==> config.mk <==
export PLATFORM = sky130hd
export DESIGN_NAME = i2s_codec_slave
export DESIGN_NICKNAME = d
export VERILOG_FILES = /design/src/rtl/i2s_codec_slave.sv
export SDC_FILE = /design/constraint.sdc
export NUM_CORES = 1
export LEC_CHECK = 0
export BUFFER_PORTS_ARGS = -buffer_cell sky130_fd_sc_hd__buf_2
export CAP_MARGIN = 20
export CORE_UTILIZATION = 45
export CTS_CLUSTER_DIAMETER = 150
export CTS_CLUSTER_SIZE = 28
export DETAILED_ROUTE_END_ITERATION = 16
export GPL_TIMING_DRIVEN = 0
export HOLD_SLACK_MARGIN = 0.03
export PLACE_DENSITY = 0.76
export SLEW_MARGIN = 20
export SYNTH_ARGS = -nofsm -noshare
export SYNTH_HDL_FRONTEND = slang
export SYNTH_SLANG_ARGS = --single-unit
==> constraint.sdc <==
create_clock -name clk -period 2.26 [get_ports clk]
set_input_delay 0.226 -clock clk [delete_from_list [all_inputs] [get_ports clk]]
set_output_delay 0.226 -clock clk [all_outputs]
set_load 0.005 [all_outputs]
==> src/rtl/i2s_codec_slave.sv <==
// Codec-side I2S slave: oversamples bclk/lrc/data in the clk domain, deserialises DAC pairs
// and serialises ADC pairs with the standard one-bit delay after each lrc edge.
module i2s_codec_slave #(
    parameter int unsigned DW = 16
) (
    input  logic          clk,
    input  logic          rst,
    input  logic          i2s_bclk,
    input  logic          i2s_daclrc,
    input  logic          i2s_dacdat,
    input  logic          i2s_adclrc,
    output logic          i2s_adcdat,
    output logic          dac_vld,
    output logic [DW-1:0] dac_l,
    output logic [DW-1:0] dac_r,
    output logic          adc_req,
    input  logic [DW-1:0] adc_l,
    input  logic [DW-1:0] adc_r
);

    localparam int unsigned CW = $clog2(DW + 1);
    localparam logic [CW-1:0] CntIdle = CW'(DW);
    localparam logic [CW-1:0] CntLast = CW'(DW - 1);

    logic [2:0]    bclk_sync_q, bclk_sync_d;
    logic [1:0]    dlrc_sync_q, dlrc_sync_d;
    logic [1:0]    alrc_sync_q, alrc_sync_d;
    logic [1:0]    ddat_sync_q, ddat_sync_d;

    logic          rx_lrc_prev_q, rx_lrc_prev_d;
    logic [CW-1:0] rx_cnt_q, rx_cnt_d;
    logic [DW-1:0] rx_sh_q, rx_sh_d;
    logic [DW-1:0] left_hold_q, left_hold_d;
    logic          left_ok_q, left_ok_d;
    logic [DW-1:0] dac_l_q, dac_l_d;
    logic [DW-1:0] dac_r_q, dac_r_d;
    logic          dac_vld_q, dac_vld_d;

    logic          tx_lrc_prev_q, tx_lrc_prev_d;
    logic [CW-1:0] tx_cnt_q, tx_cnt_d;
    logic [DW-1:0] tx_sh_q, tx_sh_d;
    logic [DW-1:0] r_hold_q, r_hold_d;
    logic          tx_started_q, tx_started_d;
    logic          adcdat_q, adcdat_d;
    logic          adc_req_q, adc_req_d;

    logic          bclk_rise, bclk_fall;
    logic          dlrc_s, alrc_s, ddat_s;
    logic [DW-1:0] rx_word;

    assign bclk_rise = bclk_sync_q[1] & ~bclk_sync_q[2];
    assign bclk_fall = ~bclk_sync_q[1] & bclk_sync_q[2];
    assign dlrc_s    = dlrc_sync_q[1];
    assign alrc_s    = alrc_sync_q[1];
    assign ddat_s    = ddat_sync_q[1];
    assign rx_word   = {rx_sh_q[DW-2:0], ddat_s};

    always_comb begin
        bclk_sync_d   = {bclk_sync_q[1:0], i2s_bclk};
        dlrc_sync_d   = {dlrc_sync_q[0], i2s_daclrc};
        alrc_sync_d   = {alrc_sync_q[0], i2s_adclrc};
        ddat_sync_d   = {ddat_sync_q[0], i2s_dacdat};

        rx_lrc_prev_d = rx_lrc_prev_q;
        rx_cnt_d      = rx_cnt_q;
        rx_sh_d       = rx_sh_q;
        left_hold_d   = left_hold_q;
        left_ok_d     = left_ok_q;
        dac_l_d       = dac_l_q;
        dac_r_d       = dac_r_q;
        dac_vld_d     = 1'b0;

        tx_lrc_prev_d = tx_lrc_prev_q;
        tx_cnt_d      = tx_cnt_q;
        tx_sh_d       = tx_sh_q;
        r_hold_d      = r_hold_q;
        tx_started_d  = tx_started_q;
        adcdat_d      = adcdat_q;
        adc_req_d     = 1'b0;

        if (bclk_rise) begin
            if (dlrc_s != rx_lrc_prev_q) begin
                rx_lrc_prev_d = dlrc_s;
                rx_cnt_d      = '0;
                // A new left channel invalidates any left word left over from a broken frame.
                if (!dlrc_s) begin
                    left_ok_d = 1'b0;
                end
            end else if (rx_cnt_q < CntIdle) begin
                rx_sh_d  = rx_word;
                rx_cnt_d = rx_cnt_q + CW'(1);
                if (rx_cnt_q == CntLast) begin
                    if (!dlrc_s) begin
                        left_hold_d = rx_word;
                        left_ok_d   = 1'b1;
                    end else if (left_ok_q) begin
                        dac_l_d   = left_hold_q;
                        dac_r_d   = rx_word;
                        dac_vld_d = 1'b1;
                        left_ok_d = 1'b0;
                    end
                end
            end
        end

        if (bclk_fall) begin
            if (alrc_s != tx_lrc_prev_q) begin
                tx_lrc_prev_d = alrc_s;
                adcdat_d      = 1'b0;
                if (!alrc_s) begin
                    tx_sh_d      = adc_l;
                    r_hold_d     = adc_r;
                    adc_req_d    = 1'b1;
                    tx_cnt_d     = '0;
                    tx_started_d = 1'b1;
                end else if (tx_started_q) begin
                    tx_sh_d  = r_hold_q;
                    tx_cnt_d = '0;
                end
            end else if (tx_cnt_q < CntIdle) begin
                adcdat_d = tx_sh_q[DW-1];
                tx_sh_d  = {tx_sh_q[DW-2:0], 1'b0};
                tx_cnt_d = tx_cnt_q + CW'(1);
            end else begin
                adcdat_d = 1'b0;
            end
        end
    end

    always_ff @(posedge clk) begin
        if (rst) begin
            bclk_sync_q   <= '0;
            dlrc_sync_q   <= '1;
            alrc_sync_q   <= '1;
            ddat_sync_q   <= '0;
            rx_lrc_prev_q <= 1'b1;
            rx_cnt_q      <= CntIdle;
            rx_sh_q       <= '0;
            left_hold_q   <= '0;
            left_ok_q     <= 1'b0;
            dac_l_q       <= '0;
            dac_r_q       <= '0;
            dac_vld_q     <= 1'b0;
            tx_lrc_prev_q <= 1'b1;
            tx_cnt_q      <= CntIdle;
            tx_sh_q       <= '0;
            r_hold_q      <= '0;
            tx_started_q  <= 1'b0;
            adcdat_q      <= 1'b0;
            adc_req_q     <= 1'b0;
        end else begin
            bclk_sync_q   <= bclk_sync_d;
            dlrc_sync_q   <= dlrc_sync_d;
            alrc_sync_q   <= alrc_sync_d;
            ddat_sync_q   <= ddat_sync_d;
            rx_lrc_prev_q <= rx_lrc_prev_d;
            rx_cnt_q      <= rx_cnt_d;
            rx_sh_q       <= rx_sh_d;
            left_hold_q   <= left_hold_d;
            left_ok_q     <= left_ok_d;
            dac_l_q       <= dac_l_d;
            dac_r_q       <= dac_r_d;
            dac_vld_q     <= dac_vld_d;
            tx_lrc_prev_q <= tx_lrc_prev_d;
            tx_cnt_q      <= tx_cnt_d;
            tx_sh_q       <= tx_sh_d;
            r_hold_q      <= r_hold_d;
            tx_started_q  <= tx_started_d;
            adcdat_q      <= adcdat_d;
            adc_req_q     <= adc_req_d;
        end
    end

    assign i2s_adcdat = adcdat_q;
    assign dac_vld    = dac_vld_q;
    assign dac_l      = dac_l_q;
    assign dac_r      = dac_r_q;
    assign adc_req    = adc_req_q;

endmodule

==> results_dict.tcl <==
set metrics [dict create \
    syn_nets 629 \
    numPortBuffers 72 \
    met1_length_um 5090 \
    finalNonFillerCells 846 \
    ys_seq_area_frac 0.499 \
    core_area_mm2 0.0104 \
    clock-sinks 121 \
    internal_power_mw 3.94 \
    tightest_slew_ps 586 \
    drv_slew 0 \
    place_hpwl_um 8010 \
    insertion_delay_ps 530 \
    num_io_pins 73 \
    synth_top_area_cell "dfxtp_1" \
    initial_utilization 0.468 \
    skew_ps 10.8 \
    synthTopCellsByArea "dfxtp_1, nand2_1, a21oi_1, mux2i_1, mux2_2" \
    clk_pin_slew_ps 60 \
    final_util 0.597 \
    highest_layer "met4" \
    vias 4458 \
    drtAntennaViolNets 0 \
    ys_warn_count 0 \
    p_sw_mw 1.09 \
    hold_ws_ps 69.1 \
    die_w_um 106 \
    rr_endpoint "dac_r[5]" \
    hold_path.class "in2reg" \
    p_leak_nw 2.53 \
    syn_avg_cell_area_um2 8.28 \
    clock-root-buffer "clkbuf_8" \
    hold_viol 0 \
    drcViolationCount 0 \
    synthCells 586 \
    slew_headroom 0.610 \
    grt_pass1_vias 4295 \
    cp.required_ps 2710 \
    gp_congestion 0.835 \
    final_cell_mix "nand2_1, dfxtp_1, a21oi_1, buf_2, clkbuf_1" \
    area_growth_pct 27.6 \
    finalNetCount 741 \
    synthesis.area_mm2 0.00485 \
    vdd_drop_max_mv 0.588 \
    antenna_found_initial 0 \
    post-route-min-period_ps 2090 \
    end_kind "flip-flop" \
    p_clk_frac 0.535 \
    num_rows 37 \
    cts_tree "yes" \
    synth.distinct_cells 41 \
    drive_gt1_frac 0.201 \
    fmax_mhz 479 \
    cts_made_buffers 17 \
    power_density_mw_per_mm2 812 \
    critical_path.startpoint_type "flip-flop" \
    status "completed" \
    clockBufferDepth 2 \
    drtIter0Drc 181 \
    insertedDiodeCount 0 \
    timing.final.crit_share 0.925 \
    seq_power_share 0.428 \
    grt_max_degree 17 \
    met3WireLength_um 638 \
    grt_pass1_wl_um 19600 \
    worstHoldStart "adc_l[0]" \
    reg2reg_slack_ps 170 \
    critPathMaxFanout 10 \
    ys_seq_elements 121 \
    route.met2.wl_um 5690 \
    finalInstanceArea_mm2 0.00619 \
    placed_cell_area_mm2 0.00538 \
    sw_frac_of_total 0.216 \
    criticalPathCategory "reg2reg" \
    setup_viol 0 \
    die_y_um 106 \
    firstDrtPassIters 5 \
    wirelength_um 11700 \
    whs_path_depth 3 \
    rsz0062_at_grt "no" \
    synth_top_area_frac 0.499 \
    reg2regPathDepth 8 \
    tns_ps 0 \
    maxCapViolCount 0 \
    grt_overflow 0 \
    track_usage 0.224 \
    power_frac_comb 0.037 \
    timing.rr.start "rx_cnt_q[0]" \
    die_area_mm2 0.0112 \
    wl_per_cell_um 13.8 \
    htreeDepth 4 \
    avgViaCountPerCell 5.27 \
    crit_arrival_ps 2540 \
    final_common_cell "nand2_1" \
    dp_cells 794 \
    hold_end "tx_sh_q[0]" \
]
[per-stage QoR]
stage	total power, mW	setup slack (ps)
2_1_floorplan	2.29	418
3_3_place_gp	2.35	233
3_5_place_dp	2.35	175
4_1_cts	5.06	128
5_1_grt	5.19	10.7
6_report	5.03	170
[synthesized netlist by cell type]
cell	instances
a211o_1	1
a211oi_1	1
a211oi_4	1
a21o_1	1
a21oi_1	101
a22oi_1	3
a311o_1	1
a311oi_1	1
a41oi_1	2
and2_1	2
and2b_1	1
and3_1	2
and4b_1	1
buf_2	10
buf_4	1
buf_6	3
clkbuf_1	26
clkbuf_2	1
dfxtp_1	121
ha_1	5
inv_1	3
mux2_2	15
mux2i_1	17
nand2_1	198
nand2b_1	4
nand3_1	3
nand3b_1	2
nand4b_1	1
nor2_1	13
nor2b_1	9
nor3_1	3
nor3_2	1
nor3b_1	1
nor3b_2	1
o211ai_1	15
o21ai_0	6
or2_2	5
or4_1	1
or4b_1	1
xnor2_2	1
xor2_1	1
[cell type report]
cell class                      count  area, µm²
Clock buffer                       18        428
Buffer                             41        195
Tap cell                          136        170
Timing Repair Buffer               93        571
Multi-Input combinational cell    421       2230
Clock inverter                     13        169
Fill cell                         908       4180
Inverter                            3       11.3
Sequential cell                   121       2420
[logic make-up after synthesis]
kind of cell | count (synthesis) | synth area share
and+or+nand+nor | 249 | 0.216
xor gates and xnor gates | 2 | 0.00516
muxes | 32 | 0.0699
buffers and inverters | 44 | 0.0423
DFF | 121 | 0.499
adders and majority gates | 5 | 0.0129
AOI/OAI and AO/OA | 133 | 0.155
[power groups by stage]
| stage | clock network [mW] | registers, mW | logic, mW |
|---|---|---|---|
| 3_5_place_dp | 0 | 2.20 | 0.154 |
| 4_1_cts | 2.73 | 2.15 | 0.183 |
| 3_3_place_gp | 0 | 2.20 | 0.151 |
| 5_1_grt | 2.84 | 2.15 | 0.203 |
| 6_report | 2.69 | 2.15 | 0.185 |
| 2_1_floorplan | 0 | 2.19 | 0.0927 |
[critical path, cell delays in order (launching register included)]
cell and delay, ps:
dfxtp_1 370, ha_1 200, and3_1 170, ha_1 190, nand3_1 140, nor2_1 280
clkbuf_1 400, nand2_1 120, a21oi_1 140
[state kept, by name, indices dropped and copies added, names as in the netlist, 3 cells and up]
name         cells
bclk_sync_q      3
dac_l           16
dac_r           16
left_hold_q     16
r_hold_q        16
rx_cnt_q         5
rx_sh_q         15
tx_cnt_q         5
tx_sh_q         16
[per-layer routing]
metal | vias to the layer above | track usage
met1 | 2082 | 0.262
met3 | 27 | 0.0637
li1 | 2199 | -
met5 | - | 0
met4 | 0 | 0.0962
met2 | 150 | 0.380
[worst max-delay path by stage]
stage / startpoint / endpoint
final: rx_cnt_q[0] / dac_r[5]
after floorplan: dlrc_sync_q[1] / rx_sh_q[0]
after detailed placement: rx_cnt_q[0] / left_hold_q[13]
after global placement: dlrc_sync_q[1] / rx_sh_q[14]
after CTS: rx_cnt_q[0] / left_hold_q[13]
after global routing: rx_cnt_q[0] / dac_l[3]
[timing repair]
action                                  in CTS  in global routing
resized for setup                            0                  3
hold buffers                                21                  0
endpoints found under the hold margin       21                  0
setup buffers                                0                  0
endpoints found under the setup margin       0                  2
No activity file was read; power rests on OpenSTA's default activity.
